==> src/rtl/cdb_arbiter_if.sv <==
// Result-port and broadcast bundle between the functional units and the CDB arbiter.
// The master side is the FU cluster and downstream listeners; the slave side is the arbiter.
interface cdb_arbiter_if #(
    parameter int NUM_FU     = 4,
    parameter int DATA_WIDTH = 32
);
    logic                         flush_in;
    logic [NUM_FU-1:0]            fu_valid_in;
    logic [NUM_FU-1:0]            fu_ready_out;
    logic [NUM_FU*8-1:0]          fu_tag_in;
    logic [NUM_FU*DATA_WIDTH-1:0] fu_value_in;
    logic [NUM_FU-1:0]            fu_mispredicted_in;
    logic [7:0]                   cdb1_tag_out;
    logic [DATA_WIDTH-1:0]        cdb1_value_out;
    logic                         cdb1_mispredicted_out;
    logic [7:0]                   cdb2_tag_out;
    logic [DATA_WIDTH-1:0]        cdb2_value_out;
    logic                         cdb2_mispredicted_out;

    modport master (
        output flush_in, fu_valid_in, fu_tag_in, fu_value_in, fu_mispredicted_in,
        input  fu_ready_out,
        input  cdb1_tag_out, cdb1_value_out, cdb1_mispredicted_out,
        input  cdb2_tag_out, cdb2_value_out, cdb2_mispredicted_out
    );

    modport slave (
        input  flush_in, fu_valid_in, fu_tag_in, fu_value_in, fu_mispredicted_in,
        output fu_ready_out,
        output cdb1_tag_out, cdb1_value_out, cdb1_mispredicted_out,
        output cdb2_tag_out, cdb2_value_out, cdb2_mispredicted_out
    );
endinterface

==> src/rtl/cdb_arbiter.sv <==
// Common-data-bus transmit arbiter: per-FU result FIFOs feeding two registered broadcast
// slots, granted round-robin so every functional unit makes progress.
module cdb_arbiter #(
    parameter int         NUM_FU     = 4,
    parameter int         QDEPTH     = 2,
    parameter int         DATA_WIDTH = 32,
    parameter logic [7:0] RSTAG_NULL = 8'hFF
) (
    input logic          clock,
    input logic          reset,
    cdb_arbiter_if.slave bus
);
    localparam int RW = (NUM_FU > 1) ? $clog2(NUM_FU) : 1;
    localparam int PW = $clog2(QDEPTH);
    localparam logic [RW:0] FU_CNT = (RW + 1)'(NUM_FU);
    localparam logic [RW:0] ONE_W  = (RW + 1)'(1);

    typedef logic [RW-1:0] fu_idx_t;
    typedef logic [PW-1:0] qptr_t;
    typedef logic [PW:0]   qcnt_t;

    logic [7:0]            tag_mem   [NUM_FU][QDEPTH];
    logic [DATA_WIDTH-1:0] value_mem [NUM_FU][QDEPTH];
    logic                  misp_mem  [NUM_FU][QDEPTH];

    qptr_t             rd_ptr [NUM_FU];
    qptr_t             wr_ptr [NUM_FU];
    qcnt_t             count  [NUM_FU];
    fu_idx_t           rr_ptr;
    fu_idx_t           rr_next;
    logic [NUM_FU-1:0] ready;
    logic [NUM_FU-1:0] nonempty;
    logic [NUM_FU-1:0] push;
    logic [NUM_FU-1:0] pop;
    logic              vld1_p0;
    logic              vld2_p0;
    fu_idx_t           idx1_p0;
    fu_idx_t           idx2_p0;

    function automatic fu_idx_t wrap_idx(input logic [RW:0] sum);
        return fu_idx_t'((sum >= FU_CNT) ? (sum - FU_CNT) : sum);
    endfunction

    // Stage p0: FIFO status, accept and round-robin grant from registered occupancy only
    always_comb begin
        for (int i = 0; i < NUM_FU; i++) begin
            ready[i]    = (count[i] != qcnt_t'(QDEPTH));
            nonempty[i] = (count[i] != '0);
            push[i]     = bus.fu_valid_in[i] & ready[i] & ~bus.flush_in;
        end
    end

    assign bus.fu_ready_out = ready;

    always_comb begin
        fu_idx_t c;
        c       = '0;
        vld1_p0 = 1'b0;
        vld2_p0 = 1'b0;
        idx1_p0 = '0;
        idx2_p0 = '0;
        for (int k = 0; k < NUM_FU; k++) begin
            c = wrap_idx({1'b0, rr_ptr} + (RW + 1)'(k));
            if (nonempty[c]) begin
                if (!vld1_p0) begin
                    vld1_p0 = 1'b1;
                    idx1_p0 = c;
                end else if (!vld2_p0) begin
                    vld2_p0 = 1'b1;
                    idx2_p0 = c;
                end
            end
        end
        pop = '0;
        if (vld1_p0) pop[idx1_p0] = 1'b1;
        if (vld2_p0) pop[idx2_p0] = 1'b1;
        rr_next = rr_ptr;
        if (vld2_p0)      rr_next = wrap_idx({1'b0, idx2_p0} + ONE_W);
        else if (vld1_p0) rr_next = wrap_idx({1'b0, idx1_p0} + ONE_W);
    end

    always_ff @(posedge clock or negedge reset) begin
        if (!reset) begin
            rr_ptr <= '0;
            for (int i = 0; i < NUM_FU; i++) begin
                count[i]  <= '0;
                rd_ptr[i] <= '0;
                wr_ptr[i] <= '0;
            end
        end else if (bus.flush_in) begin
            rr_ptr <= '0;
            for (int i = 0; i < NUM_FU; i++) begin
                count[i]  <= '0;
                rd_ptr[i] <= '0;
                wr_ptr[i] <= '0;
            end
        end else begin
            rr_ptr <= rr_next;
            for (int i = 0; i < NUM_FU; i++) begin
                if (push[i]) wr_ptr[i] <= wr_ptr[i] + qptr_t'(1);
                if (pop[i])  rd_ptr[i] <= rd_ptr[i] + qptr_t'(1);
                case ({push[i], pop[i]})
                    2'b10:   count[i] <= count[i] + qcnt_t'(1);
                    2'b01:   count[i] <= count[i] - qcnt_t'(1);
                    default: count[i] <= count[i];
                endcase
            end
        end
    end

    // FIFO storage carries no reset; occupancy alone decides what is live
    always_ff @(posedge clock) begin
        for (int i = 0; i < NUM_FU; i++) begin
            if (push[i]) begin
                tag_mem[i][wr_ptr[i]]   <= bus.fu_tag_in[i*8 +: 8];
                value_mem[i][wr_ptr[i]] <= bus.fu_value_in[i*DATA_WIDTH +: DATA_WIDTH];
                misp_mem[i][wr_ptr[i]]  <= bus.fu_mispredicted_in[i];
            end
        end
    end

    // Stage p1: registered broadcast slots, null whenever ungranted or squashed
    always_ff @(posedge clock or negedge reset) begin
        if (!reset) begin
            bus.cdb1_tag_out          <= RSTAG_NULL;
            bus.cdb1_value_out        <= '0;
            bus.cdb1_mispredicted_out <= 1'b0;
            bus.cdb2_tag_out          <= RSTAG_NULL;
            bus.cdb2_value_out        <= '0;
            bus.cdb2_mispredicted_out <= 1'b0;
        end else begin
            if (vld1_p0 && !bus.flush_in) begin
                bus.cdb1_tag_out          <= tag_mem[idx1_p0][rd_ptr[idx1_p0]];
                bus.cdb1_value_out        <= value_mem[idx1_p0][rd_ptr[idx1_p0]];
                bus.cdb1_mispredicted_out <= misp_mem[idx1_p0][rd_ptr[idx1_p0]];
            end else begin
                bus.cdb1_tag_out          <= RSTAG_NULL;
                bus.cdb1_value_out        <= '0;
                bus.cdb1_mispredicted_out <= 1'b0;
            end
            if (vld2_p0 && !bus.flush_in) begin
                bus.cdb2_tag_out          <= tag_mem[idx2_p0][rd_ptr[idx2_p0]];
                bus.cdb2_value_out        <= value_mem[idx2_p0][rd_ptr[idx2_p0]];
                bus.cdb2_mispredicted_out <= misp_mem[idx2_p0][rd_ptr[idx2_p0]];
            end else begin
                bus.cdb2_tag_out          <= RSTAG_NULL;
                bus.cdb2_value_out        <= '0;
                bus.cdb2_mispredicted_out <= 1'b0;
            end
        end
    end

    // The null tag is reserved for idle slots, so no FU may ever hand it in
    for (genvar g = 0; g < NUM_FU; g++) begin : g_tag_chk
        assert property (@(posedge clock) disable iff (!reset)
            push[g] |-> (bus.fu_tag_in[g*8 +: 8] != RSTAG_NULL));
    end
endmodule

==> src/flat_wrapper.sv <==
// flat-port wrapper written by rule: the top's interface ports become plain ports
module cdb_arbiter_flat 
#(
    parameter int         NUM_FU     = 4,
    parameter int         QDEPTH     = 2,
    parameter int         DATA_WIDTH = 32,
    parameter logic [7:0] RSTAG_NULL = 8'hFF
)
  (clock, reset, bus_flush_in, bus_fu_valid_in, bus_fu_tag_in, bus_fu_value_in, bus_fu_mispredicted_in, bus_fu_ready_out, bus_cdb1_tag_out, bus_cdb1_value_out, bus_cdb1_mispredicted_out, bus_cdb2_tag_out, bus_cdb2_value_out, bus_cdb2_mispredicted_out);
  cdb_arbiter_if #(.NUM_FU(NUM_FU), .DATA_WIDTH(DATA_WIDTH)) bus_i ();
  input logic clock;
  input logic reset;
  input wire logic [$bits(bus_i.flush_in)-1:0] bus_flush_in;
  input wire logic [$bits(bus_i.fu_valid_in)-1:0] bus_fu_valid_in;
  input wire logic [$bits(bus_i.fu_tag_in)-1:0] bus_fu_tag_in;
  input wire logic [$bits(bus_i.fu_value_in)-1:0] bus_fu_value_in;
  input wire logic [$bits(bus_i.fu_mispredicted_in)-1:0] bus_fu_mispredicted_in;
  output wire logic [$bits(bus_i.fu_ready_out)-1:0] bus_fu_ready_out;
  output wire logic [$bits(bus_i.cdb1_tag_out)-1:0] bus_cdb1_tag_out;
  output wire logic [$bits(bus_i.cdb1_value_out)-1:0] bus_cdb1_value_out;
  output wire logic [$bits(bus_i.cdb1_mispredicted_out)-1:0] bus_cdb1_mispredicted_out;
  output wire logic [$bits(bus_i.cdb2_tag_out)-1:0] bus_cdb2_tag_out;
  output wire logic [$bits(bus_i.cdb2_value_out)-1:0] bus_cdb2_value_out;
  output wire logic [$bits(bus_i.cdb2_mispredicted_out)-1:0] bus_cdb2_mispredicted_out;
  assign bus_i.flush_in = bus_flush_in;
  assign bus_i.fu_valid_in = bus_fu_valid_in;
  assign bus_i.fu_tag_in = bus_fu_tag_in;
  assign bus_i.fu_value_in = bus_fu_value_in;
  assign bus_i.fu_mispredicted_in = bus_fu_mispredicted_in;
  assign bus_fu_ready_out = bus_i.fu_ready_out;
  assign bus_cdb1_tag_out = bus_i.cdb1_tag_out;
  assign bus_cdb1_value_out = bus_i.cdb1_value_out;
  assign bus_cdb1_mispredicted_out = bus_i.cdb1_mispredicted_out;
  assign bus_cdb2_tag_out = bus_i.cdb2_tag_out;
  assign bus_cdb2_value_out = bus_i.cdb2_value_out;
  assign bus_cdb2_mispredicted_out = bus_i.cdb2_mispredicted_out;
  cdb_arbiter #(.NUM_FU(NUM_FU), .QDEPTH(QDEPTH), .DATA_WIDTH(DATA_WIDTH), .RSTAG_NULL(RSTAG_NULL)) u_core (.clock(clock), .reset(reset), .bus(bus_i));
endmodule
==> config.mk <==
export PLATFORM = sky130hd
export DESIGN_NAME = cdb_arbiter_flat
export DESIGN_NICKNAME = d
export VERILOG_FILES = /design/src/rtl/cdb_arbiter_if.sv /design/src/rtl/cdb_arbiter.sv /design/src/flat_wrapper.sv
export SDC_FILE = /design/constraint.sdc
export NUM_CORES = 1
export LEC_CHECK = 0
export CAP_MARGIN = 10
export CORE_MARGIN = 10
export CORE_UTILIZATION = 33
export CTS_BUF_LIST = sky130_fd_sc_hd__clkbuf_8
export CTS_CLUSTER_SIZE = 28
export DETAILED_ROUTE_END_ITERATION = 10
export PLACE_DENSITY = 0.56
export SETUP_SLACK_MARGIN = 0.5
export SYNTH_ARGS = -nofsm -noshare
export SYNTH_HDL_FRONTEND = slang
export SYNTH_SLANG_ARGS = --single-unit
export TNS_END_PERCENT = 1
==> constraint.sdc <==
create_clock -name clock -period 10.59 [get_ports clock]
set_input_delay 1.5885 -clock clock [delete_from_list [all_inputs] [get_ports clock]]
set_output_delay 1.5885 -clock clock [all_outputs]
set_load 0.01 [all_outputs]
==> impl_results.md <==
* Run status: finished clean
* Core Rows at 88
* Avg WL per Cell at around 23 um
* Power Dens Cells at about 380 nW/um2
* Placer Congestion at 0.882
* DIE HEIGHT at 263 um
* Max-cap violation count at 0
* Crit-path max FO at 89
* Pins Over Slew Limit at 0
* Clk_lat worst skew at 0.65 ns
* HP Class: flip-flop to flip-flop
* #FFs+latches synth at roughly 430
* Cell count after synthesis at 1904
* Synth area leader: edfxtp_1
* Crit start category: flip-flop
* Detailed-route via count at 15998
* Htree depth at 3
* EDFF count, synth at 328
* Library cells used by synthesis at 57
* Starting density of the core at 33.6%
* Top cell type's share of synthesized area at 50.6%
* Peak Freq at roughly 180 MHz
* Setup ws final at 5.05 ns
* Mean Syn Cell Area at 10.2 um2
* Worst Path Required at 11.15 ns
* CTS tree: built
* Fillcell total at roughly 5400
* Synth top area cells: edfxtp_1 (51%), nand2_1 (13%), dfrtp_1 (11%)
* Critical Path AT at 6.10 ns
* Final setup fails at 0
* Commonest non-fill, non-tap cell in the layout: nand2_1
* Mapped cell area at around 19000 um2
* Final Hold Viols at 0
* Layout cells sized above 1 at slightly below 8%
* DR pass1 iterations at 6
* Leakage power at 9.25 nW
* Final ANT Viol Nets at 0
* Actual slew at the worst max-slew pin at ~1.2 ns
* Vias in the first global route at between 15000 and 20000
* Total track usage at 18.8%
* Slew HR at 21.8%
* Total gr overflow at 0
* Multi-input logic area at between 6000 and 7000 um2
* Worst VDD drop at ~470 uV
* Area delta synth->final at 23.6%
* Sink Count at approximately 430
* Setup WS pre-CTS at 5.12 ns
* Ports at about 260
* Tmin final at approximately 5.5 ns
* Largest net degree at the start of global routing at 98
* Horiz. Die Dim at 263 um
* Type of the worst setup path: flip-flop to flip-flop
* Storage element area at ~12000 um2
* HPWL Detailed at 40700 um
* Core region area at 58000 um2
* Total Routed Length at 67600 um
* Dominant synthesized flop cell: edfxtp_1
* Num CTS Buffers at 73
* Final Net Count at 2291
* DRC Markers at 0
* CP endpoint kind: flip-flop
* Cts repair resizes at 0
* Clock Skew at 0.0281 ns
* Global-route wire length before repair at 99800 um
* Clock-pin slew on the worst setup and hold paths at roughly 0.06 ns
* Register area share after synthesis at 63.5%
* Mapped Nets at 2077
* Ys async rst share at 23.4%
* Buffers on Ports at 256
* Most frequent cells in the layout: nand2_1 (670), edfxtp_1 (328), nand3_1 (290)
* Die area at 69100 um2
* Initial antenna violation count at 4
* RSZ-0062 raised after global routing: no
* Hold buffer count at cts at 0
* First DRT Iteration DRCs at 1629
* Avg Vias per Cell at 5.44
* Syn. warnings at 0
* Maximum root-to-sink buffer count at 3
* Setup_tns at 0 ns
* Final period util at 52.3%
* Post-CTS setup buffer count at 0
* Root buf cell: clkbuf_8
## flip-flops by register name, indices dropped and copies added (netlist names)
| signal | flops |
|---|---|
| u_core.bus.cdb1_mispredicted_out | 1 |
| u_core.bus.cdb1_tag_out | 8 |
| u_core.bus.cdb1_value_out | 32 |
| u_core.bus.cdb2_mispredicted_out | 1 |
| u_core.bus.cdb2_tag_out | 8 |
| u_core.bus.cdb2_value_out | 32 |
| u_core.count | 8 |
| u_core.misp_mem | 8 |
| u_core.rd_ptr | 4 |
| u_core.rr_ptr | 2 |
| u_core.tag_mem | 64 |
| u_core.value_mem | 256 |
| u_core.wr_ptr | 4 |
## final timing paths
path	slack, ns	startpoint	depth (start not counted)	endpoint
setup / recovery	5.05	u_core.count[2]	13	u_core.bus.cdb2_value_out[27]
hold / removal	0.58	u_core.rd_ptr[2]	2	u_core.rd_ptr[2]
setup reg to reg	5.05	u_core.count[2]	13	u_core.bus.cdb2_value_out[27]
hold reg to reg	0.58	u_core.rd_ptr[2]	2	u_core.rd_ptr[2]
max in group asynchronous	8.24	reset	2	u_core.bus.cdb1_value_out[11]
min in group asynchronous	0.99	reset	1	u_core.bus.cdb1_value_out[28]
## per-stage QoR
step	utilization (%)	hold WS, ns	std cells	power (mW)	area [um2]
2_1_floorplan	-	0.519	1904	6.08	19500
3_3_place_gp	39.1	0.553	2808	7.52	22700
3_5_place_dp	39.1	0.559	2808	7.63	22700
4_1_cts	41.5	0.575	2939	9.09	24100
5_1_grt	41.5	0.604	2942	9.77	24100
6_report	41.5	0.579	2942	9.08	24100
## power breakdown
part	switching [mW]	total (mW)	internal (mW)	leakage, nW
sequential	0.138	2.22	2.08	4.28
combinational	3.65	5.43	1.78	4.15
clock	0.667	1.42	0.757	0.812
## cell type report
cell class	instances	share of cell area, %
diodes	3	0.0312
clock buffers	82	4.69
clock inverters	49	1.09
inverters	4	0.0624
multi-input cells	1328	27.2
flip-flops and latches	428	51.4
well taps	765	3.98
repair buffers	283	11.5
## metal layers
layer	global-route usage (%)	vias up	routed length, um
met2	31.4	843	32800
met1	22.8	7828	26900
li1	-	7162	-
met4	9.50	2	2670
met5	0	-	13
met3	3.65	163	5230
## synth_stat cells (11+ instances only)
master    count
a21oi_1      45
a22o_1       34
a31oi_1      68
and3_1       74
buf_1        11
buf_2        46
clkbuf_1     81
dfrtp_1      84
dfstp_2      16
edfxtp_1    328
nand2_1     671
nand3_1     290
nor2_1       30
## logic make-up (layout without fill, tap and decap cells)
| family | count (synthesis) | after routing | synth area share [%] |
|---|---|---|---|
| flops | 428 | 428 | 63.5 |
| mux | 9 | 9 | 0.565 |
| fa+ha+maj | 3 | 3 | 0.186 |
| simple gates | 1102 | 1102 | 24.7 |
| xor+xnor | 16 | 16 | 0.720 |
| compound gates | 198 | 198 | 6.95 |
| other cells | 0 | 3 | 0 |
| buf+inv | 148 | 418 | 3.32 |
## worst max-delay path, stage by stage, from the launching register on
cell and delay (ns):
dfrtp_1 0.46, nor2_1 0.55, mux4_2 0.41, inv_1 0.06, ha_1 0.27, o21ai_0 0.23
a211o_1 0.16, o21ai_0 0.18, a211oi_4 0.25, buf_4 0.81, mux2_4 0.48, nor3_4 0.86
buf_4 0.45, a22o_1 0.21
No activity file was read; power rests on OpenSTA's default activity.
